$ cat config.mk
export PLATFORM = sky130hd
export DESIGN_NAME = hpf_diff_iir
export DESIGN_NICKNAME = d
export VERILOG_FILES = /design/src/rtl/hpf_diff_iir_pkg.sv /design/src/rtl/hpf_diff_iir_leg_dp.sv /design/src/rtl/hpf_diff_iir.sv
export SDC_FILE = /design/constraint.sdc
export NUM_CORES = 2
export LEC_CHECK = 0
export BUFFER_PORTS_ARGS = -buffer_cell sky130_fd_sc_hd__buf_2
export CORE_MARGIN = 1.5
export CORE_UTILIZATION = 30
export CTS_CLUSTER_SIZE = 40
export DETAILED_ROUTE_END_ITERATION = 8
export PLACE_DENSITY = 0.44
export SYNTH_ARGS = -nofsm -noshare
export SYNTH_HDL_FRONTEND = slang
export SYNTH_SLANG_ARGS = --single-unit
$ cat constraint.sdc
create_clock -name clk -period 16.3 [get_ports clk]
set_input_delay 0.815 -clock clk [delete_from_list [all_inputs] [get_ports clk]]
set_output_delay 0.815 -clock clk [all_outputs]
set_load 0.03 [all_outputs]
$ cat src/rtl/hpf_diff_iir_pkg.sv
// rtl/hpf_diff_iir_pkg.sv - shared FSM type and arithmetic helpers for the differential HPF
package hpf_diff_iir_pkg;

  typedef enum logic [1:0] {IDLE, CALC, DONE} state_t;

  // Clamp to a w-bit signed range; bit 64 of the result flags that clamping happened.
  function automatic logic [64:0] sat_w(input logic signed [63:0] value, input int w);
    logic signed [63:0] hi;
    logic signed [63:0] lo;
    hi = (64'sd1 <<< (w - 1)) - 64'sd1;
    lo = -hi - 64'sd1;
    if (value > hi) return {1'b1, hi};
    if (value < lo) return {1'b1, lo};
    return {1'b0, value};
  endfunction

  function automatic int clamp_shift(input int ts, input int smax);
    return (ts > smax) ? smax : ts;
  endfunction

endpackage

$ cat src/rtl/hpf_diff_iir_leg_dp.sv
// rtl/hpf_diff_iir_leg_dp.sv - combinational single-leg state update, state held as y*2^S
module hpf_leg_dp
  import hpf_diff_iir_pkg::*;
#(
  parameter int W     = 16,
  parameter int ACC_W = 28,
  parameter int SW    = 4
) (
  input  logic signed [ACC_W-1:0] i_acc,
  input  logic signed [W-1:0]     i_x,
  input  logic signed [W-1:0]     i_x_prev,
  input  logic signed [W-1:0]     i_bias,
  input  logic [SW-1:0]           i_shift,
  input  logic                    i_prime,
  input  logic                    i_bypass,
  output logic signed [ACC_W-1:0] o_acc,
  output logic signed [W-1:0]     o_y,
  output logic                    o_ovf
);

  logic signed [W:0]       w_dx;
  logic signed [ACC_W-1:0] w_dx_acc;
  logic signed [ACC_W-1:0] w_bias_acc;
  logic signed [ACC_W-1:0] w_sum;
  logic signed [ACC_W-1:0] w_y_full;
  logic signed [ACC_W-1:0] w_y_clamp_acc;
  logic signed [63:0]      w_y64;
  logic [64:0]             w_sat;
  logic                    w_sat_unused;

  assign w_dx          = {i_x[W-1], i_x} - {i_x_prev[W-1], i_x_prev};
  assign w_dx_acc      = {{(ACC_W-W-1){w_dx[W]}}, w_dx};
  assign w_bias_acc    = {{(ACC_W-W){i_bias[W-1]}}, i_bias};
  assign w_sum         = i_acc - (i_acc >>> i_shift) + w_bias_acc + (w_dx_acc <<< i_shift);
  assign w_y_full      = w_sum >>> i_shift;
  assign w_y64         = {{(64-ACC_W){w_y_full[ACC_W-1]}}, w_y_full};
  assign w_sat         = sat_w(w_y64, W);
  assign w_sat_unused  = ^w_sat[63:W];
  assign w_y_clamp_acc = {{(ACC_W-W){w_sat[W-1]}}, w_sat[W-1:0]};

  always_comb begin
    o_acc = w_sum;
    o_y   = w_sat[W-1:0];
    o_ovf = w_sat[64];
    if (i_bypass) begin
      o_acc = i_acc;
      o_y   = i_x;
      o_ovf = 1'b0;
    end else if (i_prime) begin
      o_acc = w_bias_acc <<< i_shift;
      o_y   = i_bias;
      o_ovf = 1'b0;
    end else if (w_sat[64]) begin
      // Reload from the clamped output so the state never runs past the output range.
      o_acc = w_y_clamp_acc <<< i_shift;
    end
  end

endmodule

$ cat src/rtl/hpf_diff_iir.sv
// rtl/hpf_diff_iir.sv - multi-channel differential first-order HPF, one channel per cycle
module hpf_diff_iir
  import hpf_diff_iir_pkg::*;
#(
  parameter int NCH       = 2,
  parameter int W         = 16,
  parameter int SHIFT_MAX = 10,
  parameter int ACC_W     = W + SHIFT_MAX + 2
) (
  input  logic                           clk,
  input  logic                           rst,
  input  logic                           in_valid,
  output logic                           in_ready,
  input  logic [NCH*W-1:0]               in_p,
  input  logic [NCH*W-1:0]               in_n,
  input  logic [NCH*W-1:0]               bias_p,
  input  logic [NCH*W-1:0]               bias_n,
  input  logic [$clog2(SHIFT_MAX+1)-1:0] tau_shift,
  input  logic                           bypass,
  output logic                           out_valid,
  output logic [NCH*W-1:0]               out_p,
  output logic [NCH*W-1:0]               out_n,
  output logic [NCH-1:0]                 sat
);

  localparam int SW = $clog2(SHIFT_MAX + 1);
  localparam int CW = (NCH > 1) ? $clog2(NCH) : 1;

  state_t                  r_state;
  logic [CW-1:0]           r_ch;
  logic [NCH*W-1:0]        r_in_p, r_in_n, r_bias_p, r_bias_n;
  logic [NCH*W-1:0]        r_xp_p, r_xp_n, r_stage_p, r_stage_n;
  logic [SW-1:0]           r_shift, r_prev_shift;
  logic                    r_bypass, r_prime, r_frame_prime;
  logic signed [ACC_W-1:0] r_acc_p [NCH];
  logic signed [ACC_W-1:0] r_acc_n [NCH];

  logic                    w_xfer, w_last;
  logic [SW-1:0]           w_shift;
  logic signed [W-1:0]     w_y_p, w_y_n;
  logic signed [ACC_W-1:0] w_acc_p_nxt, w_acc_n_nxt;
  logic                    w_ovf_p, w_ovf_n;
  logic [NCH*W-1:0]        w_stage_p_next, w_stage_n_next;

  assign w_xfer  = in_valid & in_ready;
  assign w_last  = (r_ch == CW'(NCH - 1));
  assign w_shift = SW'(clamp_shift(int'(tau_shift), SHIFT_MAX));

  hpf_leg_dp #(.W(W), .ACC_W(ACC_W), .SW(SW)) u_leg_p (
    .i_acc(r_acc_p[r_ch]), .i_x(r_in_p[r_ch*W +: W]), .i_x_prev(r_xp_p[r_ch*W +: W]),
    .i_bias(r_bias_p[r_ch*W +: W]), .i_shift(r_shift), .i_prime(r_frame_prime),
    .i_bypass(r_bypass), .o_acc(w_acc_p_nxt), .o_y(w_y_p), .o_ovf(w_ovf_p)
  );

  hpf_leg_dp #(.W(W), .ACC_W(ACC_W), .SW(SW)) u_leg_n (
    .i_acc(r_acc_n[r_ch]), .i_x(r_in_n[r_ch*W +: W]), .i_x_prev(r_xp_n[r_ch*W +: W]),
    .i_bias(r_bias_n[r_ch*W +: W]), .i_shift(r_shift), .i_prime(r_frame_prime),
    .i_bypass(r_bypass), .o_acc(w_acc_n_nxt), .o_y(w_y_n), .o_ovf(w_ovf_n)
  );

  // Staging merged with the current channel so the last channel reaches the outputs in DONE.
  always_comb begin
    w_stage_p_next = r_stage_p;
    w_stage_n_next = r_stage_n;
    w_stage_p_next[r_ch*W +: W] = w_y_p;
    w_stage_n_next[r_ch*W +: W] = w_y_n;
  end

  always_ff @(posedge clk or posedge rst) begin
    if (rst) begin
      r_state       <= IDLE;
      r_ch          <= '0;
      in_ready      <= 1'b1;
      out_valid     <= 1'b0;
      out_p         <= '0;
      out_n         <= '0;
      sat           <= '0;
      r_in_p        <= '0;
      r_in_n        <= '0;
      r_bias_p      <= '0;
      r_bias_n      <= '0;
      r_xp_p        <= '0;
      r_xp_n        <= '0;
      r_stage_p     <= '0;
      r_stage_n     <= '0;
      r_shift       <= '0;
      r_prev_shift  <= '0;
      r_bypass      <= 1'b0;
      r_prime       <= 1'b1;
      r_frame_prime <= 1'b1;
      for (int c = 0; c < NCH; c++) begin
        r_acc_p[c] <= '0;
        r_acc_n[c] <= '0;
      end
    end else begin
      out_valid <= 1'b0;
      if (w_xfer) begin
        r_in_p        <= in_p;
        r_in_n        <= in_n;
        r_bias_p      <= bias_p;
        r_bias_n      <= bias_n;
        r_shift       <= w_shift;
        r_bypass      <= bypass;
        // A changed time constant invalidates the scaled state, so that frame re-primes.
        r_frame_prime <= r_prime | (w_shift != r_prev_shift);
        r_prev_shift  <= w_shift;
        r_prime       <= bypass;
        r_ch          <= '0;
        r_state       <= CALC;
        in_ready      <= 1'b0;
      end
      case (r_state)
        CALC: begin
          r_acc_p[r_ch]       <= w_acc_p_nxt;
          r_acc_n[r_ch]       <= w_acc_n_nxt;
          r_xp_p[r_ch*W +: W] <= r_in_p[r_ch*W +: W];
          r_xp_n[r_ch*W +: W] <= r_in_n[r_ch*W +: W];
          sat[r_ch]           <= sat[r_ch] | w_ovf_p | w_ovf_n;
          r_stage_p           <= w_stage_p_next;
          r_stage_n           <= w_stage_n_next;
          if (w_last) begin
            r_state   <= DONE;
            out_valid <= 1'b1;
            in_ready  <= 1'b1;
            out_p     <= w_stage_p_next;
            out_n     <= w_stage_n_next;
          end else begin
            r_ch <= r_ch + CW'(1);
          end
        end
        DONE: begin
          if (!w_xfer) r_state <= IDLE;
        end
        default: ;
      endcase
    end
  end

endmodule

# == Yosys cells after proc, flatten, opt, wreduce, memory -nomap -nowiden ==
# Cells that the tools add are included.
# totals
reg_bits,446
latch_bits,0
ram_bits,0
romBits,0
input_bits,136
output_inout_bits,68
elab_cells,134
mem_count,0
# classes
addsub,10
mul,0
div_mod_pow,0
order_cmp,9
eq_ne,3
shifts,21
n_mux,60
bitwise_logic,5
n_reduce_logical,3
# ops
cell,count
two-way mux 65 bit,8
two-way mux 28 bit,13
indexed part select 32 x 6 -> 16 bit,6
indexed part select 16 x 34 -> 32 bit,4
bitwise mux 32 bit,4
bitwise mux 56 bit,2
<<< shifter 16 x 4 -> 28 bit,4
>>> shifter 28 x 4 -> 28 bit,4
two-way mux 16 bit,4
adder 28 x 16 -> 28 bit,2
adder 28 bit,2
greater-than comparator 28 x 16 -> 1 bit (second input constant),2
< comparator 28 x 16 -> 1 bit (second input constant),2
<<< shifter 17 x 4 -> 28 bit,2
subtractor 28 bit,2
negation 5 -> 34 bit,1
variable shift 16 x 34 -> 32 bit (first input constant),1
subtractor 16 x 16 -> 17 bit,2
demux 28 bit (select 1 bit),1
two-way mux 1 bit,21
two-way mux 2 bit,3
greater-than comparator 4 bit (second input constant),1
two-way mux 4 bit,1
!= test 4 bit,1
15 further kinds,18

# == Longest topological paths before layout ==
# depth
ltp_word,19
mapped_depth,49
depth_no_buf,37

# == Cells and area by module ==
# Synthesis repeated with hierarchy kept, for this count alone.
# hier_totals
hier_cells,5049
area_unflattened_um2,38054.0
# modules_own_cells
module,n_inst,cells_each,area_per_inst_um2,seq_area_each_um2
hpf_diff_iir,1,1926,17421.7,10363.7
hpf_leg_dp at u_leg_n,1,1603,10521.3,0.0
hpf_leg_dp at u_leg_p,1,1520,10110.9,0.0

# == Worst setup path before layout ==
# No wires, ideal clock.
# synth_timing
kind,flip-flop to flip-flop
from,register r_ch
to,register r_acc_n[16] (netlist name)
setup_ps,77
arrival_time_ps,10747
t_required_ps,16223
setup_slack_ps,5477
path_stages_with_launch,42
path_buffers,9
period_less_slack_ps,10823
cell_sequence,dfrtp_1 -> buf_2 -> buf_2 -> buf_1 -> clkbuf_1 -> buf_2 -> buf_1 -> buf_1 -> clkbuf_1 -> clkbuf_1 -> mux2i_1 -> ha_1 -> nor2b_1 -> o31a_1 -> o311a_1 -> a211o_1 -> nand2_1 -> o21ai_0 -> [6 not listed] -> inv_1 -> fa_1 -> inv_1 -> ha_1 -> and2_1 -> a221oi_2 -> a21boi_1 -> o2111a_1 -> or3_1 -> xnor2_1 -> a22o_1 -> or3_4 -> a22oi_4 -> a21oi_2 -> o311a_1 -> o41ai_2 -> a22oi_1 -> o21ai_1
# synth_via
elab_chain_cells,19
word_cells_on_any_way,33
classes_between,add/sub (4); order compare (4); shift (8); mux (15); bitwise (1); reduce/logical (1)
# synth_rtl
element,line,text
start: declaration,hpf_diff_iir.sv:30,logic [CW-1:0] r_ch;
start signal: assignment,hpf_diff_iir.sv:128,r_ch <= r_ch + CW'(1);
NOT 1 -> 2 bit (implied by the code),"hpf_diff_iir.sv:56, hpf_diff_iir.sv:115",
two-way mux 28 bit (implied by the code) (3 in series),hpf_diff_iir.sv:56,".i_acc(r_acc_n[r_ch]), .i_x(r_in_n[r_ch*W +: W]), .i_x_prev(r_xp_n[r_ch*W +: W]),"
>>> shifter 28 x 4 -> 28 bit,hpf_diff_iir_leg_dp.sv:34,assign w_sum = i_acc - (i_acc >>> i_shift) + w_bias_acc + (w_dx_acc <<< i_shift);
subtractor 28 bit,hpf_diff_iir_leg_dp.sv:34,
adder 28 x 16 -> 28 bit,hpf_diff_iir_leg_dp.sv:34,
adder 28 bit,hpf_diff_iir_leg_dp.sv:34,
>>> shifter 28 x 4 -> 28 bit,hpf_diff_iir_leg_dp.sv:35,assign w_y_full = w_sum >>> i_shift;
< comparator 28 x 16 -> 1 bit,hpf_diff_iir_pkg.sv:13,"if (value < lo) return {1'b1, lo};"
two-way mux 1 bit (2 in series),hpf_diff_iir_pkg.sv:13,
two-way mux 65 bit,hpf_diff_iir_pkg.sv:14,"return {1'b0, value};"
two-way mux 65 bit,hpf_diff_iir_pkg.sv:13,
<<< shifter 16 x 4 -> 28 bit,hpf_diff_iir_leg_dp.sv:55,o_acc = w_y_clamp_acc <<< i_shift;
two-way mux 28 bit,hpf_diff_iir_leg_dp.sv:53,end else if (w_sat[64]) begin
two-way mux 28 bit,hpf_diff_iir_leg_dp.sv:49,end else if (i_prime) begin
two-way mux 28 bit,hpf_diff_iir_leg_dp.sv:45,if (i_bypass) begin
bitwise mux 56 bit (*),hpf_diff_iir.sv:115,r_acc_n[r_ch] <= w_acc_n_nxt;
end signal: indexed assignment,hpf_diff_iir.sv:115,
end: declaration,hpf_diff_iir.sv:36,logic signed [ACC_W-1:0] r_acc_n [NCH];
# Mark *: on every way between the ends. The rest lies on a longest branch, timed or not. The select of a mux whose other input is x is not followed.
# A chain may end at the register's enable or synchronous reset.

# == Worst setup path after layout ==
# layout_timing
from,register r_ch
to,register r_acc_n[17] (netlist name)
# Same word-level chain as after synthesis.

==> impl_results.rst <==
.. list-table::
   :header-rows: 1

   * - Metric
     - Value
   * - Result of the run
     - finished, final reports clean
   * - Net count, final
     - between 5000 and 6000
   * - Critical path endpoint category
     - flip-flop
   * - Cell type with the highest aggregate area in the netlist
     - sky130_fd_sc_hd__dfrtp_1
   * - Hold crit path type
     - input pin to async pin
   * - Fmax
     - 83.95 MHz
   * - Critical Path Fanout Max
     - 41
   * - Commonest non-fill, non-tap cells in the layout
     - sky130_fd_sc_hd__nand2_1, sky130_fd_sc_hd__dfrtp_1, sky130_fd_sc_hd__nor2_1, sky130_fd_sc_hd__o21ai_0, sky130_fd_sc_hd__a21oi_1
   * - Final setup violation count
     - 0
   * - Mapped cell area
     - between 30000 and 40000 sq um
   * - Ranking of synthesized cells by area
     - sky130_fd_sc_hd__dfrtp_1, sky130_fd_sc_hd__nand2_1, sky130_fd_sc_hd__mux2i_1
   * - Total number of vias
     - 35660
   * - Startpoint of the lowest-slack register-to-register path
     - r_ch
   * - CTS Hold Bufs
     - 0
   * - Ys async rst share
     - 1.000
   * - Worst Setup SP
     - r_ch
   * - Overall overflow remaining after global route
     - 0
   * - Slowest cell on crit path
     - sky130_fd_sc_hd__dfrtp_4
   * - Least-Margin Pin Slew
     - 1129 ps
   * - Die X-Extent
     - 352.6 um
   * - Most instantiated flip-flop cell in the synthesis netlist
     - sky130_fd_sc_hd__dfrtp_1
   * - Hold Fails Final Rpt
     - 0
   * - Design area
     - 40880 sq um
   * - Count of H-tree levels built during CTS
     - 2
   * - Worst R2R Setup Slack
     - 4390 ps
   * - Number of buffers inserted by post-CTS setup repair
     - 0
   * - Mean post-synth cell area
     - 7.750 sq um
   * - Crit share post-route
     - 0.7308
   * - Max-slew headroom at the worst pin
     - 0.2471
   * - Finished Core Util
     - 0.3363
   * - Count of cells resized by post-cts repair
     - 0
   * - Number of enable-type register cells in the synthesized netlist
     - 0
   * - Required time at the worst-slack endpoint
     - 16900 ps
   * - Arrival time reported for the critical path endpoint
     - ~13000 ps
   * - Distinct cell type count after synthesis
     - 117
   * - # clock sinks
     - between 400 and 500
   * - Total Die Area
     - 124300 sq um
   * - Critical Path Max Stage Delay
     - 740 ps
   * - Floorplan die height
     - 352.6 um
   * - Number of buffers created by CTS
     - 51
   * - Pin count of the biggest net entering global routing
     - 99
   * - GP Congestion
     - roughly 0.99
   * - Net count of the mapped netlist
     - 5066
   * - Post-detailed-placement cell area
     - 39170 sq um
   * - Floorplan core area
     - 121600 sq um
   * - Final period demand of the worst path
     - ~12000 ps
   * - Port Buffers
     - 203
   * - Layout-stage area growth over the synthesis result
     - 11.48%
   * - Number of primary I/O pins
     - 204
   * - Reg-to-Reg End
     - r_acc_n[17]
   * - Wire per inst
     - ~26 um
   * - Sequential share of the synthesized area
     - 0.2826
   * - Max-slew violation count
     - 0
   * - CTS clock-pin slew for the worst setup and hold paths
     - 60 ps
   * - Worst Setup Path Type
     - flip-flop to flip-flop
   * - Number of warnings printed during yosys synthesis
     - 0
   * - Global router's overall resource usage
     - 0.2638
   * - Share of Yosys cell area claimed by the top area cell type
     - 0.2805
   * - Final clock skew
     - 63.84 ps
   * - Clock tree from TritonCTS
     - built
   * - Count of antenna-violating nets left after detailed routing
     - 0
   * - Via count of the first global-routing pass
     - 34180
   * - Synth Instances
     - 4732
   * - Initial Util
     - 0.3017
   * - First-pass GRT wire length
     - between 200 and 250 mm
   * - Startpoint class of the critical path
     - flip-flop
   * - DRC
     - 0
   * - Worst setup path endpoint
     - r_acc_n[17]
   * - DR pass1 iterations
     - 6
   * - Vias per std cell
     - 5.561
   * - Most common library cell in the layout ignoring fill and taps
     - sky130_fd_sc_hd__nand2_1
   * - CP dominant cell by count
     - sky130_fd_sc_hd__a21oi_1
   * - DP Wirelength
     - approximately 130 mm
   * - Number of design-rule violations left by the first detailed-router iteration
     - 3473
   * - FP Rows
     - around 130
   * - Number of cells traversed by the worst register-to-register path
     - 33
   * - Count of maximum capacitance violations
     - 0
   * - Clock root buffer
     - sky130_fd_sc_hd__clkbuf_16
   * - Flops & latches, synth
     - 414
   * - Total Wirelength
     - 167.3 mm
   * - RSZ-0062 raised after global routing
     - false
   * - Number of antenna violations at the first check in global routing
     - 8
   * - Ratio of cells with drive above 1 in the final layout
     - 0.1342
   * - Accumulated negative setup slack
     - 0 ps
   * - Maximum clock insertion buffer count
     - 3
   * - Source-to-sink clock delay at the later pin of the worst-skew pair
     - 700 ps
-- cells in the mapped netlist, drive strengths merged, types with 36 or more instances --
master,count
mux2,149
nand3,45
o21ai,378
fa,110
a21o,54
inv,234
dfrtp,411
nand2,1228
nor3,42
a21oi,277
ha,88
o21a,36
xnor2,40
buf,112
o211ai,49
nor2,401
clkbuf,211
mux2i,236
a31oi,59
a211oi,69
-- metrics by stage --
stage	hold slack [ps]	worst slack, ps	instances
floorplan	434.8	3969	4732
global route	251.7	3932	6411
detailed placement	441.5	4728	6320
CTS	237.7	4681	6410
global placement	441.9	4808	6320
finish	224.9	4388	6412
-- metal layers --
layer | wire length, um | vias up | track usage
met2 | 70870 | 1490 | 0.3894
met5 | 13 | - | 0
met4 | 6884 | 2 | 0.09724
met3 | 12990 | 245 | 0.05201
li1 | - | 16430 | -
met1 | 76510 | 17500 | 0.3783
-- state kept, by name, summed over array words and instances (netlist names), 2 cells and up --
name,flops
out_p,32
r_in_p,32
r_acc_n,56
r_bias_n,32
r_stage_p,16
r_state,2
r_prev_shift,4
out_n,32
r_acc_p,56
r_xp_p,32
sat,2
r_in_n,32
r_bias_p,32
r_stage_n,16
r_xp_n,32
-- cell families (layout without fill, tap and decap cells) --
group / count (synthesis) / after routing / synth area share
DFF: 414 / 414 / 0.2826
adders and majority gates: 198 / 198 / 0.09007
and+or+nand+nor: 1883 / 1883 / 0.2101
xor gates and xnor gates: 69 / 69 / 0.01648
muxes: 416 / 416 / 0.1296
AOI/OAI and AO/OA: 1190 / 1190 / 0.2108
other: 0 / 2 / 0
buffers and inverters: 562 / 615 / 0.06032
-- critical path: cells and delay by family, from the launching register on --
family | cells | cell delay (ps)
and+or+nand+nor | 6 | 1610
buffers and inverters | 3 | 780
DFF | 1 | 740
AOI/OAI and AO/OA | 13 | 4340
muxes | 6 | 2390
xor gates and xnor gates | 1 | 200
adders and majority gates | 4 | 1720
-- how the worst min path moves through the flow --
stage | slack (ps) | end
after floorplan | 430 | out_n[0]
after global placement | 440 | sat[0]
after detailed placement | 440 | sat[1]
after CTS | 240 | out_n[20]
after global routing | 250 | out_n[20]
final | 220 | out_n[20]
-- cell type report --
type,instances,area [sq um]
fillers,13030,80670
multi-input cells,3756,24160
flip-flops and latches,414,10390
well taps,1625,2033
repair buffers,286,1664
clock buffers,67,1426
inverters,239,924.6
clock inverters,23,279.0
diodes,2,5.005
Power is left out: the tool's default activity adds up to more than one toggle a clock period on the data nets, which glitch-free logic cannot reach.
